==> src/rtl/pipe_stage_buf.sv <==
// Valid/ready pipeline stage with a two-entry skid buffer; 1-cycle latency, full throughput.
// in_ready is registered (!skid_v); optional PIPE_STAT_EN adds saturating stall/bubble counters.
module pipe_stage_buf #(
  parameter int WIDTH = 165,
  parameter int CNT_W = 32
) (
  input  logic             clk,
  input  logic             reset,
  input  logic             flush,
  input  logic             in_valid,
  output logic             in_ready,
  input  logic [WIDTH-1:0] in_data,
  output logic             out_valid,
  input  logic             out_ready,
  output logic [WIDTH-1:0] out_data,
  output logic [CNT_W-1:0] stall_cnt,
  output logic [CNT_W-1:0] bubble_cnt
);

  logic             main_v_q, main_v_d;
  logic             skid_v_q, skid_v_d;
  logic [WIDTH-1:0] main_q, main_d;
  logic [WIDTH-1:0] skid_q, skid_d;
  logic             in_fire, out_fire;

  assign in_ready  = !skid_v_q;
  assign out_valid = main_v_q;
  assign out_data  = main_q;

  assign in_fire  = in_valid & ~skid_v_q;
  assign out_fire = main_v_q & out_ready;

  always_comb begin
    main_v_d = main_v_q;
    skid_v_d = skid_v_q;
    main_d   = main_q;
    skid_d   = skid_q;
    if (flush) begin
      main_v_d = 1'b0;
      skid_v_d = 1'b0;
      main_d   = '0;
      skid_d   = '0;
    end else begin
      case ({main_v_q, skid_v_q})
        2'b00: begin
          if (in_fire) begin
            main_v_d = 1'b1;
            main_d   = in_data;
          end
        end
        2'b10: begin
          if (in_fire && out_fire) begin
            main_d = in_data;
          end else if (in_fire) begin
            skid_v_d = 1'b1;
            skid_d   = in_data;
          end else if (out_fire) begin
            main_v_d = 1'b0;
            main_d   = '0;
          end
        end
        2'b11: begin
          if (out_fire) begin
            main_d   = skid_q;
            skid_d   = '0;
            skid_v_d = 1'b0;
          end
        end
        default: begin
          // Skid-only cannot be reached; fall back to a clean bubble if it ever is.
          main_v_d = 1'b0;
          skid_v_d = 1'b0;
          main_d   = '0;
          skid_d   = '0;
        end
      endcase
    end
  end

  always_ff @(posedge clk) begin
    if (reset) begin
      main_v_q <= 1'b0;
      skid_v_q <= 1'b0;
      main_q   <= '0;
      skid_q   <= '0;
    end else begin
      main_v_q <= main_v_d;
      skid_v_q <= skid_v_d;
      main_q   <= main_d;
      skid_q   <= skid_d;
    end
  end

  skid_only_illegal: assert property (@(posedge clk) disable iff (reset) !(skid_v_q && !main_v_q));

`ifdef PIPE_STAT_EN
  logic [CNT_W-1:0] stall_cnt_q, stall_cnt_d;
  logic [CNT_W-1:0] bubble_cnt_q, bubble_cnt_d;

  // Counted on pre-flush state; flush deliberately leaves the counters alone.
  always_comb begin
    stall_cnt_d  = stall_cnt_q;
    bubble_cnt_d = bubble_cnt_q;
    if (main_v_q && !out_ready && (stall_cnt_q != {CNT_W{1'b1}}))
      stall_cnt_d = stall_cnt_q + 1'b1;
    if (!main_v_q && (bubble_cnt_q != {CNT_W{1'b1}}))
      bubble_cnt_d = bubble_cnt_q + 1'b1;
  end

  always_ff @(posedge clk) begin
    if (reset) begin
      stall_cnt_q  <= '0;
      bubble_cnt_q <= '0;
    end else begin
      stall_cnt_q  <= stall_cnt_d;
      bubble_cnt_q <= bubble_cnt_d;
    end
  end

  assign stall_cnt  = stall_cnt_q;
  assign bubble_cnt = bubble_cnt_q;
`else
  assign stall_cnt  = '0;
  assign bubble_cnt = '0;
`endif

endmodule

==> config.mk <==
export PLATFORM = sky130hd
export DESIGN_NAME = pipe_stage_buf
export DESIGN_NICKNAME = d
export VERILOG_FILES = /design/src/rtl/pipe_stage_buf.sv
export SDC_FILE = /design/constraint.sdc
export NUM_CORES = 1
export LEC_CHECK = 0
export BUFFER_PORTS_ARGS = -buffer_cell sky130_fd_sc_hd__buf_2
export CAP_MARGIN = 25
export CORE_MARGIN = 4
export CORE_UTILIZATION = 45
export DETAILED_ROUTE_END_ITERATION = 12
export PLACE_DENSITY = 0.83
export REMOVE_ABC_BUFFERS = 1
export SLEW_MARGIN = 15
export SYNTH_ARGS = -nofsm -noshare
export SYNTH_HDL_FRONTEND = slang
export SYNTH_SLANG_ARGS = --single-unit
==> constraint.sdc <==
create_clock -name clk -period 1.7 [get_ports clk]
set_input_delay 0.17 -clock clk [delete_from_list [all_inputs] [get_ports clk]]
set_output_delay 0.17 -clock clk [all_outputs]
set_load 0.1 [all_outputs]
Word-level counts from Yosys, hierarchy flattened
Cells that the tools add are included.

Reductions and logical operators: 7. Equality and inequality tests: 10. Bitwise logic cells: 5. Multiplexer cells: 15.

Operators by type and width (number): $mux W165 (6); $pmux W165 S3 (2); $ne A2 B2 Y1 const B (6); $reduce_and A4 Y1 (2); $ne A3 B3 Y1 const B (2); $pmux W1 S3 (2); $mux W1 (5); $reduce_and A5 Y1 (1); $eq A2 B2 Y1 const B (2); $not A1 Y1 (3); $and A1 B1 Y1 (2); $logic_not A2 Y1 (1); $reduce_or A2 Y1 (1); $logic_and A1 B1 Y1 (1); $logic_not A1 Y1 (1).

Word-level logic and storage cells: 41. Flip-flop bits (word level): 332. Output and inout bits: 231. Bits of input ports: 170.

Logic depth before layout (Yosys ltp)
Depth after elaboration: 5. Gate-level depth with buffers: 6. Mapped depth without buffers: 3.

Worst setup path after synthesis
Ideal clock, no wire load.

Path kind: register -> register. From: reg main_v_q, in the netlist out_valid. To: reg skid_q[142]. Setup time: 61 ps. Path buffers: 1. Setup slack: -605 ps. Arrival: 2245 ps. Cell stages (with the launch flop): 5. Required time: 1639 ps. Period minus slack after synthesis: 2305 ps. Cell sequence: dfxtp_1 -> and2b_1 -> mux2i_1 -> buf_2 -> a32o_1.

Cells in the longest elaborated chain, start to end: 4. Elaborated cells between the ends (all ways): 11. Those cells by class: eq/ne (5); mux (1); bitwise (2); reduce/logical (3).

RTL lines: start: declaration (RTL line 20) `logic main_v_q, main_v_d;`; start signal: assignment (RTL line 87) `main_v_q <= main_v_d;`; $and A1 B1 Y1 (RTL line 31) `assign out_fire = main_v_q & out_ready;`; $logic_and A1 B1 Y1 (RTL line 52) `if (in_fire && out_fire) begin`; $ne A2 B2 Y1 (no line); $reduce_and A4 Y1 (no line); end signal: assignment (RTL line 90) `skid_q <= skid_d;`; end: declaration (RTL line 23) `logic [WIDTH-1:0] skid_q, skid_d;`.

Parallel ways exist; a longest one is shown, timed or not. A chain may end at the register's enable or synchronous reset.

Worst setup path after layout
From: reg skid_v_q. To: reg main_q[130], in the netlist out_data[130].

Cells in the longest elaborated chain, start to end: 5. Elaborated cells between the ends (all ways): 13. Those cells by class: eq/ne (6); mux (2); bitwise (2); reduce/logical (3).

RTL lines: start: declaration (RTL line 21) `logic skid_v_q, skid_v_d;`; start signal: assignment (RTL line 88) `skid_v_q <= skid_v_d;`; $not A1 Y1 (RTL line 30) `assign in_fire = in_valid & ~skid_v_q;`; $and A1 B1 Y1 (RTL line 30); $logic_and A1 B1 Y1 (RTL line 52); $ne A3 B3 Y1 (no line) / $mux W165 (equally long branches); $reduce_and A4 Y1 (no line) / $pmux W165 S3 (equally long branches); end signal: assignment (RTL line 89) `main_q <= main_d;`; end: declaration (RTL line 22) `logic [WIDTH-1:0] main_q, main_d;`.

Parallel ways exist; a longest one is shown, timed or not.

==> metrics.md <==
| Metric | Value |
|---|---|
| Outcome | finished, violations left |
| Failing checks | setup timing |
| Clock-pin slew on the worst setup and hold paths | 0.06 ns |
| Rows | 62 |
| Crit path capture type | flip-flop |
| Vias/cell | 5.73 |
| Die width | 179 um |
| RR Startpoint | skid_v_q$_SDFFE_PP0P_ |
| Max FO, Critical Path | 24 |
| Yosys cell types | 25 |
| LEAKAGE | 8.40 nW |
| Initial DRC Count | 926 |
| Crit share post-route | 101% |
| Die H | 179 um |
| Max Slew Vio Count | 0 |
| Avg Inst Size Synth | 10.2 um^2 |
| Largest net degree at the start of global routing | 92 |
| First-pass GRT wire length | 67.6 mm |
| ANT nets after route | 0 |
| Hold Crit Class | in -> reg |
| Vias in the first global route | 12800 |
| Dpl cells | 1956 |
| Num ports | 401 |
| Critical path class | reg -> reg |
| Hold Fails Final Rpt | 0 |
| DP HPWL | 23.9 mm |
| Worst EP arrival | 2.15 ns |
| WL/cell | 20.1 um |
| Max-cap viol count | 0 |
| Number of antenna violations at the first check in global routing | 2 |
| Initial Utilization | 45.8% |
| Port buffer count | 336 |
| Worst slew margin | 65.2% |
| YS warnings | 0 |
| Crit path launch type | flip-flop |
| Sequential cell area fraction in the yosys report | 50.3% |
| Area overhead of the layout relative to synthesis | 40.2% |
| TritonCTS buffer count | 36 |
| Flop2flop setup slack | -0.02 ns |
| Routed vias | 12600 |
| Nets | 1957 |
| Global route total overflow | 0 |
| Die area | 0.0322 mm^2 |
| Root buf cell | clkbuf_16 |
| Commonest non-fill, non-tap cells in the layout | buf_2 (336), dfxtp_1 (331), nand2_1 (256), dlygate4sd3_1 (166) |
| Worst reg2reg path depth | 5 |
| Commonest non-fill, non-tap cell in the layout | buf_2 |
| Worst vdd ir | 0.00111 V |
| Pwr dens | 1010 mW/mm^2 |
| Fin cells | 2198 |
| Endpoints failing setup | 3 |
| Fmax | 0.581 GHz |
| Req. time, crit path | 2.13 ns |
| Min Tclk post-route | 1.72 ns |
| Critical R2R Capture | out_data[130]$_SDFFE_PP0P_ |
| Clk sinks | 332 |
| Filler Cells Inserted | 2041 |
| Share of cells above drive strength 1 | 27.1% |
| PnR worst setup slack | -0.0215 ns |
| Worst Setup SP | skid_v_q$_SDFFE_PP0P_ |
| Htree depth | 2 |
| Clock Path Buffers | 3 |
| Drt pass-1 iters | 7 |
| Routed wire length | 44.1 mm |
| Yosys reg bits | 332 |
| Syn Inst Count | 1293 |
| Setup tns final | -0.0370 ns |
| Worst skew pair latency | 0.50 ns |
| Total track usage | 24.5% |
| Crit path capture | out_data[130]$_SDFFE_PP0P_ |
| Final Wtd Congestion | 0.810 |
| Worst Clk Skew | 0.0101 ns |
| Synthesized area | 0.0132 mm^2 |
| # DRC | 0 |
| CTS tree | built |
| RSZ-0062 raised after global routing | true |
| Worst-margin pin slew | 0.525 ns |
| Core box area | 0.0289 mm^2 |
[through the flow]
stage / power, mW / worst slack [ns] / hold slack, ns / utilization, % / cell area (um^2)
2_1_floorplan: 10.1 / -9.30 / 0.296 / - / 12300
3_3_place_gp: 10.8 / 0.0314 / 0.394 / 53.5 / 15400
3_5_place_dp: 10.8 / -0.00966 / 0.402 / 53.5 / 15400
4_1_cts: 18.8 / 0.00198 / 0.00723 / 63.4 / 18300
5_1_grt: 19.3 / -0.0821 / 0.0393 / 64.2 / 18500
6_report: 18.8 / -0.0215 / 0.0237 / 64.2 / 18500
[worst min path at each step]
stage          depth (start not counted)                       end    startpoint
2_1_floorplan                          1  skid_q[127]$_SDFFE_PP0P_  in_data[127]
3_3_place_gp                           2  skid_q[144]$_SDFFE_PP0P_  in_data[144]
3_5_place_dp                           2  skid_q[149]$_SDFFE_PP0P_  in_data[149]
4_1_cts                                4    out_valid$_SDFFE_PP0P_     out_ready
5_1_grt                                4    out_valid$_SDFFE_PP0P_     out_ready
6_report                               4    out_valid$_SDFFE_PP0P_     out_ready
[cells in the mapped netlist]
library cell	n	share of area, %
buf_6	17	1.4
dfxtp_1	332	50
and2b_1	1	0.057
mux2i_1	129	9.8
clkbuf_1	57	1.6
a221o_1	165	12
nor3_1	1	0.038
nor2b_1	1	0.047
buf_1	8	0.23
buf_2	41	1.6
a21oi_1	2	0.076
a32o_1	37	2.8
nor2_1	3	0.085
nand2b_1	2	0.095
conb_1	1	0.028
or2_2	1	0.047
mux2_2	1	0.085
nand2_1	256	7.3
or3_1	1	0.047
and3_1	166	7.9
nor4b_1	1	0.066
inv_1	1	0.028
buf_4	66	3.7
nor2_4	2	0.17
or4b_4	1	0.10
[layout make-up]
cell class	instances	area [um^2]	share of cell area [%]
Timing Repair Buffer	581	4450	24.0
Tap cell	384	480	2.59
Sequential cell	332	6650	35.9
Clock buffer	51	1070	5.76
Antenna cell	3	7.51	0.0405
Multi-Input combinational cell	835	5770	31.1
Clock inverter	11	111	0.601
Inverter	1	3.75	0.0203
[critical path, stage by stage, from the launching register on]
cell	delay, ns
dfxtp_2	0.34
or4b_4	0.57
nor2_4	0.14
buf_12	0.20
buf_12	0.19
a221o_1	0.21
[sequential cells by signal (all words and copies together), names as in the netlist]
signal     flops
skid_v_q       1
out_data     165
skid_q       165
out_valid      1
[timing repair]
| action | CTS | global route |
|---|---|---|
| endpoints found under the setup margin | 41 | 232 |
| hold endpoints to repair | 331 | 0 |
| pin swaps | 0 | 2 |
| setup buffers | 0 | 6 |
| gates resized for setup | 2 | 16 |
| gates cloned | 0 | 5 |
| hold buffers | 166 | 0 |
[kinds of logic after synthesis]
group                  synth area share (%)
flip-flops                             50.3
AND/OR/NAND/NOR                        15.9
multiplexers                           9.85
buffers and inverters                  8.62
other                                0.0284
AO/OA/AOI/OAI                          15.4
[where the power goes]
group / internal [mW] / switching [mW]
registers: 7.92 / 0.0953
clock network: 4.67 / 3.08
logic: 0.791 / 2.24
[metal layers]
layer | vias to the layer above | share of wire (%) | GRT usage (%)
met5 | - | 0 | 0
li1 | 5588 | - | -
met2 | 803 | 50 | 42.7
met3 | 173 | 8.8 | 5.94
met4 | 0 | 4.9 | 12.3
met1 | 6031 | 36 | 28.0
(Power assumes the default switching activity.)
